**config.mk**
```make
export PLATFORM = sky130hd
export DESIGN_NAME = sync_register_file_flat
export DESIGN_NICKNAME = d
export VERILOG_FILES = /design/src/rtl/sync_register_file_if.sv /design/src/rtl/sync_register_file.sv /design/src/flat_wrapper.sv
export SDC_FILE = /design/constraint.sdc
export NUM_CORES = 1
export LEC_CHECK = 0
export ABC_CLOCK_PERIOD_IN_PS = 1700
export BUFFER_PORTS_ARGS = -buffer_cell sky130_fd_sc_hd__buf_2
export CELL_PAD_IN_SITES_DETAIL_PLACEMENT = 1
export CELL_PAD_IN_SITES_GLOBAL_PLACEMENT = 2
export CORE_ASPECT_RATIO = 1.1
export CORE_MARGIN = 2
export CORE_UTILIZATION = 40
export CTS_BUF_LIST = sky130_fd_sc_hd__clkbuf_8 sky130_fd_sc_hd__clkbuf_16
export DETAILED_ROUTE_END_ITERATION = 10
export GPL_TIMING_DRIVEN = 0
export PLACE_DENSITY_LB_ADDON = 0.12
export SYNTH_ARGS = -nofsm -noshare
export SYNTH_HDL_FRONTEND = slang
export SYNTH_SLANG_ARGS = --single-unit
```
**constraint.sdc**
```tcl
create_clock -name CLK -period 1.7 [get_ports CLK]
set_input_delay 0.34 -clock CLK [delete_from_list [all_inputs] [get_ports CLK]]
set_output_delay 0.34 -clock CLK [all_outputs]
set_load 0.02 [all_outputs]
```
**src/rtl/sync_register_file_if.sv**
```systemverilog
// sync_register_file_if
//
// Bundles the data/control/status signals of sync_register_file so the
// register bank can be connected as one port. Clock and reset stay outside.
//
// Parameters
//   W : data width in bits
//   A : address width (depth = 2**A)
//
// Signals (directions from the register file's point of view)
//   Data               in   W  write data
//   Destination_Select in   A  write address
//   Write_Enable       in   1  write request
//   Source_Select_0    in   A  read address, port 0
//   Source_Select_1    in   A  read address, port 1
//   Read_Enable        in   1  read request for both ports
//   Clear_Start        in   1  request to zero every entry
//   Busy               out  1  high while the clear sequence runs
//   Out_0              out  W  registered read data, port 0
//   Out_1              out  W  registered read data, port 1
//   Valid              out  1  Out_0/Out_1 were loaded by the preceding edge
//
// Modports
//   master : the datapath driving requests
//   slave  : the register file
interface sync_register_file_if #(
  parameter int unsigned W = 8,
  parameter int unsigned A = 3
) ();

  logic [W-1:0] Data;
  logic [A-1:0] Destination_Select;
  logic         Write_Enable;
  logic [A-1:0] Source_Select_0;
  logic [A-1:0] Source_Select_1;
  logic         Read_Enable;
  logic         Clear_Start;
  logic         Busy;
  logic [W-1:0] Out_0;
  logic [W-1:0] Out_1;
  logic         Valid;

  modport master (
    output Data,
    output Destination_Select,
    output Write_Enable,
    output Source_Select_0,
    output Source_Select_1,
    output Read_Enable,
    output Clear_Start,
    input  Busy,
    input  Out_0,
    input  Out_1,
    input  Valid
  );

  modport slave (
    input  Data,
    input  Destination_Select,
    input  Write_Enable,
    input  Source_Select_0,
    input  Source_Select_1,
    input  Read_Enable,
    input  Clear_Start,
    output Busy,
    output Out_0,
    output Out_1,
    output Valid
  );

endinterface

```
**src/rtl/sync_register_file.sv**
```systemverilog
// sync_register_file
//
// General-purpose register bank: 2**A entries of W bits, one write port and
// two registered read ports sharing one read enable. A read sampled on an
// edge shows its data on Out_0/Out_1 after that edge, with Valid high for
// exactly that one cycle; otherwise the outputs hold. A Clear_Start pulse
// runs a sequencer that zeroes one entry per cycle (Busy high for exactly
// 2**A cycles); reads and writes arriving while it runs are dropped.
//
// Parameters
//   W        : data width (>= 1)
//   A        : address width (>= 1), depth N = 2**A
//   ZERO_REG : 1 = entry 0 reads as zero and writes to it are discarded
//
// Compile-time option
//   REGFILE_BYPASS_EN : when defined, a read of the address written on the
//                       same edge returns the new data (write-first);
//                       otherwise it returns the old contents (read-first).
//
// Ports
//   CLK   in  clock, all state changes on the rising edge
//   Reset in  asynchronous active-low reset
//   bus   sync_register_file_if.slave, see the interface for signal list
module sync_register_file #(
  parameter int unsigned W        = 8,
  parameter int unsigned A        = 3,
  parameter bit          ZERO_REG = 1'b0
) (
  input logic                 CLK,
  input logic                 Reset,
  sync_register_file_if.slave bus
);

  localparam int unsigned N = 1 << A;

  typedef enum logic [0:0] {
    StIdle,
    StClear
  } state_e;

  state_e       state_q, state_d;
  logic [A-1:0] clr_cnt_q, clr_cnt_d;
  logic [W-1:0] mem_q [N];
  logic [W-1:0] mem_d [N];
  logic [W-1:0] out0_q, out0_d;
  logic [W-1:0] out1_q, out1_d;
  logic         valid_q, valid_d;

  logic         idle;
  logic         wr_en;
  logic         rd_en;
  logic [A-1:0] rd_sel [2];
  logic [W-1:0] rd_data [2];

  assign idle  = (state_q == StIdle);
  // Writes to the hard-wired zero entry are dropped here so the entry itself
  // never holds a nonzero value.
  assign wr_en = idle && bus.Write_Enable &&
                 !(ZERO_REG && (bus.Destination_Select == '0));
  assign rd_en = idle && bus.Read_Enable;

  assign rd_sel[0] = bus.Source_Select_0;
  assign rd_sel[1] = bus.Source_Select_1;

  // Read data selection per port: array contents, optionally overridden by
  // the same-edge write data, and finally forced to zero for entry 0.
  always_comb begin
    for (int p = 0; p < 2; p++) begin
      rd_data[p] = mem_q[rd_sel[p]];
`ifdef REGFILE_BYPASS_EN
      if (wr_en && (rd_sel[p] == bus.Destination_Select)) begin
        rd_data[p] = bus.Data;
      end
`endif
      if (ZERO_REG && (rd_sel[p] == '0)) begin
        rd_data[p] = '0;
      end
    end
  end

  // Next-state: sequencer, array contents and read registers.
  always_comb begin
    state_d   = state_q;
    clr_cnt_d = clr_cnt_q;
    mem_d     = mem_q;
    out0_d    = out0_q;
    out1_d    = out1_q;
    valid_d   = 1'b0;

    unique case (state_q)
      StIdle: begin
        if (wr_en) begin
          mem_d[bus.Destination_Select] = bus.Data;
        end
        if (rd_en) begin
          out0_d  = rd_data[0];
          out1_d  = rd_data[1];
          valid_d = 1'b1;
        end
        // Accesses on the start edge still happen; the sweep zeroes them later.
        if (bus.Clear_Start) begin
          state_d   = StClear;
          clr_cnt_d = '0;
        end
      end
      StClear: begin
        // Clear_Start is ignored here: no restart, no extension.
        mem_d[clr_cnt_q] = '0;
        clr_cnt_d        = clr_cnt_q + A'(1);
        if (&clr_cnt_q) begin
          state_d = StIdle;
        end
      end
    endcase
  end

  always_ff @(posedge CLK or negedge Reset) begin
    if (!Reset) begin
      state_q   <= StIdle;
      clr_cnt_q <= '0;
      mem_q     <= '{default: '0};
      out0_q    <= '0;
      out1_q    <= '0;
      valid_q   <= 1'b0;
    end else begin
      state_q   <= state_d;
      clr_cnt_q <= clr_cnt_d;
      mem_q     <= mem_d;
      out0_q    <= out0_d;
      out1_q    <= out1_d;
      valid_q   <= valid_d;
    end
  end

  // All outputs come straight from flops (Busy is a decode of the state flop).
  assign bus.Busy  = (state_q == StClear);
  assign bus.Out_0 = out0_q;
  assign bus.Out_1 = out1_q;
  assign bus.Valid = valid_q;

endmodule

```
**src/flat_wrapper.sv**
```systemverilog
// flat-port wrapper written by rule: the top's interface ports become plain ports
module sync_register_file_flat 
#(
  parameter int unsigned W        = 8,
  parameter int unsigned A        = 3,
  parameter bit          ZERO_REG = 1'b0
)
  (CLK, Reset, bus_Data, bus_Destination_Select, bus_Write_Enable, bus_Source_Select_0, bus_Source_Select_1, bus_Read_Enable, bus_Clear_Start, bus_Busy, bus_Out_0, bus_Out_1, bus_Valid);
  sync_register_file_if #(.W(W), .A(A)) bus_i ();
  input logic CLK;
  input logic Reset;
  input wire logic [$bits(bus_i.Data)-1:0] bus_Data;
  input wire logic [$bits(bus_i.Destination_Select)-1:0] bus_Destination_Select;
  input wire logic [$bits(bus_i.Write_Enable)-1:0] bus_Write_Enable;
  input wire logic [$bits(bus_i.Source_Select_0)-1:0] bus_Source_Select_0;
  input wire logic [$bits(bus_i.Source_Select_1)-1:0] bus_Source_Select_1;
  input wire logic [$bits(bus_i.Read_Enable)-1:0] bus_Read_Enable;
  input wire logic [$bits(bus_i.Clear_Start)-1:0] bus_Clear_Start;
  output wire logic [$bits(bus_i.Busy)-1:0] bus_Busy;
  output wire logic [$bits(bus_i.Out_0)-1:0] bus_Out_0;
  output wire logic [$bits(bus_i.Out_1)-1:0] bus_Out_1;
  output wire logic [$bits(bus_i.Valid)-1:0] bus_Valid;
  assign bus_i.Data = bus_Data;
  assign bus_i.Destination_Select = bus_Destination_Select;
  assign bus_i.Write_Enable = bus_Write_Enable;
  assign bus_i.Source_Select_0 = bus_Source_Select_0;
  assign bus_i.Source_Select_1 = bus_Source_Select_1;
  assign bus_i.Read_Enable = bus_Read_Enable;
  assign bus_i.Clear_Start = bus_Clear_Start;
  assign bus_Busy = bus_i.Busy;
  assign bus_Out_0 = bus_i.Out_0;
  assign bus_Out_1 = bus_i.Out_1;
  assign bus_Valid = bus_i.Valid;
  sync_register_file #(.W(W), .A(A), .ZERO_REG(ZERO_REG)) u_core (.CLK(CLK), .Reset(Reset), .bus(bus_i));
endmodule
```
==> metrics.cfg <==
[yosys]
yosysTopAreaCellShare_pct=45.35
yosysWarnings=0
syn_inst=422
ys_ff_latch=85
syn_nets=446
syn_area_per_cell_sq_um=11.12
synth_top_area_cell=dfrtp_1
synth.area.top_cells=dfrtp_1, mux2i_1, mux2_1
ys_seq_area_share_pct=45.35
syn-cell-area_sq_um=4691
yosys.cell_types.count=33

[worst_setup_path]
cp_cell_sequence=buf_6 -> or4b_1 -> buf_2 -> nand2_1 -> mux2i_1
crit_required_ps=1910
startpoint_type=flip-flop
worstPathMaxFanout=10
crit_type=flip-flop to flip-flop
path_buf_inv=2
max_stage_delay_ps=520
cpMaxStageDelayCell=or4b_1
cp_top_family=simple AND/OR/NAND/NOR gates
arrival_ps=1800
cp-end-kind=flip-flop
r2r_slack_ps=110
worstRegToRegCells=5
crit_cells=5

[placement]
placed_area_sq_um=5094
dp_slack_ps=-22.16
gp_congestion=0.7690
portBuffers=37
dp_hpwl_um=9800

[floorplan]
io_pins=40
start_util_pct=41.00
coreArea_sq_um=11440
die_h_um=117.6
core.rowCount=41
die_x_um=107.3
dieArea_sq_um=12610

[drt]
detail-route-antenna-nets=0
totalWireLength_um=13710
drcViolationCount=0
drt-initial-drc-count=115
via_count=3459
routedWlPerCell_um=21.76
routed_via_density=5.490
drt_first_pass_iters=4

[finish]
layout_commonest_cell=mux2i_1
fin_area_sq_um=5461
fillCellCount=1279
drive_above_1_share_pct=19.58
area_growth_pct=16.43
diodes=0
layout_common_cells=mux2i_1, nand2_1, dfrtp_1, buf_2, mux2_1
nets=499

[clocking]
cts_tree=done
cts_inserted_buffers=9
clock_path_buffers=2
ctsHtreeMaxLevel=3
cts_num_sinks=85
clkTransAtPathRegs_ps=60
cts_root_buf=clkbuf_16
clock_latency_ps=350

[sta]
fin_worst_skew_ps=7.751
finalHoldViolCount=0
maxSlewViolCount=0
layout_setup_ws_ps=105.2
rsz0062_at_grt=no
fin_tns_setup_ps=0
worst_slew_pin_slew_ps=841.7
post-route-min-period_ps=1595
fin_crit_sh_pct=93.81
fmax_ghz=0.6270
maxSlewHeadroom_pct=43.68
setup_viol=0

[min_path]
min_path_cells=2
hold_class=input port to flip-flop

[grt]
grt_pass1_vias=3719
antenna_found_initial=0
grt_start_max_net_pins=64
grt_usage_pct=22.83
grt_pass1_wl_um=21540
grt.overflow.total=0

[run]
cap_violations=0

[run_status]
status=completed

[power]
cellPowerDensity_nw_per_um2=1559
total_leakage_power_nw=2.771
irDropWorstVdd_mv=0.7460

-- worst register-to-register path, cell delays in order, from the launching register on --
cell	delay, ps
dfrtp_1	390
buf_6	140
or4b_1	520
buf_2	220
nand2_1	100
mux2i_1	80
-- cell families (layout without fill, tap and decap cells) --
logic type	count (synthesis)	after routing	share of synthesized area (%)
buffers and inverters	40	98	4.854
AO/OA/AOI/OAI	51	51	9.069
adder cells (fa/ha/maj)	2	2	0.5334
multiplexers	129	129	28.38
flip-flops	85	85	45.35
AND/OR/NAND/NOR	115	115	11.82
-- flip-flops by register name, summed over array words and instances, names as in the netlist --
name and cells:
u_core.mem_q 64, u_core.bus.Busy 1, u_core.bus.Out_1 8, u_core.bus.Out_0 8
u_core.bus.Valid 1, u_core.clr_cnt_q 3
-- area by class of cell --
cell class | instances | area, sq um | area share (%)
clock buffers | 11 | 252.7 | 4.628
multi-input cells | 297 | 2342 | 42.89
clock inverters | 5 | 75.07 | 1.375
flip-flops and latches | 85 | 2127 | 38.95
plain buffers | 31 | 195.2 | 3.574
inverters | 9 | 33.78 | 0.6186
well taps | 150 | 187.7 | 3.436
repair buffers | 42 | 247.7 | 4.536
-- where the power goes --
group | switching, W | total [W] | internal, W
clock network | 0.000831 | 0.00219 | 0.00136
registers | 0.000545 | 0.00333 | 0.00279
logic | 0.00175 | 0.00299 | 0.00124
-- synth_stat cells --
master     count
a21oi_1        1
a22o_1        16
and3_1         1
buf_1          7
buf_2         11
buf_4          7
buf_6          5
clkbuf_1       1
dfrtp_1       85
ha_1           2
inv_1          9
mux2_1        31
mux2_2         1
mux2i_1       97
nand2_1       85
nand2_2        1
nand2b_1       6
nand3b_1       2
nand3b_4       1
nand4_1        1
nand4b_1       3
nand4bb_1      3
nor2_1         4
nor2_4         1
nor2b_1        2
nor3b_1        2
nor3b_2        1
o21ai_1        2
o22ai_1       16
o31ai_1        6
o31ai_2       10
or2b_1         1
or4b_1         1
-- path summary, 6_finish.rpt --
path | to | startpoint
min in group asynchronous | u_core.mem_q[25] | Reset
setup / recovery | u_core.mem_q[60] | u_core.clr_cnt_q[0]
hold reg to reg | u_core.bus.Out_1[2] | u_core.bus.Out_1[2]
setup reg to reg | u_core.mem_q[60] | u_core.clr_cnt_q[0]
max in group asynchronous | u_core.mem_q[52] | Reset
hold / removal | u_core.clr_cnt_q[2] | bus_Clear_Start
-- timing repair --
action	4_1_cts	5_1_grt
endpoints found under the setup margin	7	10
pin swaps	1	2
resized for setup	1	1
hold buffers	1	0
hold endpoints to repair	22	0
setup buffers	1	2
-- layer usage --
| metal | track usage (%) | up-vias | part of all wire (%) |
|---|---|---|---|
| met1 | 29.23 | 1786 | 43 |
| li1 | - | 1606 | - |
| met4 | 4.627 | 0 | 0.98 |
| met5 | 0 | - | 0 |
| met2 | 40.55 | 54 | 53 |
| met3 | 3.433 | 13 | 3.5 |
-- stage by stage --
stage	std cells	hold slack, ps	total power [W]	utilization [%]
final	630	206.6	0.008514	47.74
after global routing	630	235.2	0.009026	47.74
after CTS	628	209.5	0.008552	47.56
after detailed placement	610	269.4	0.006333	44.53
after global placement	609	459.5	0.006155	44.26
after floorplan	422	44.41	0.005279	-
(Power assumes the default switching activity.)
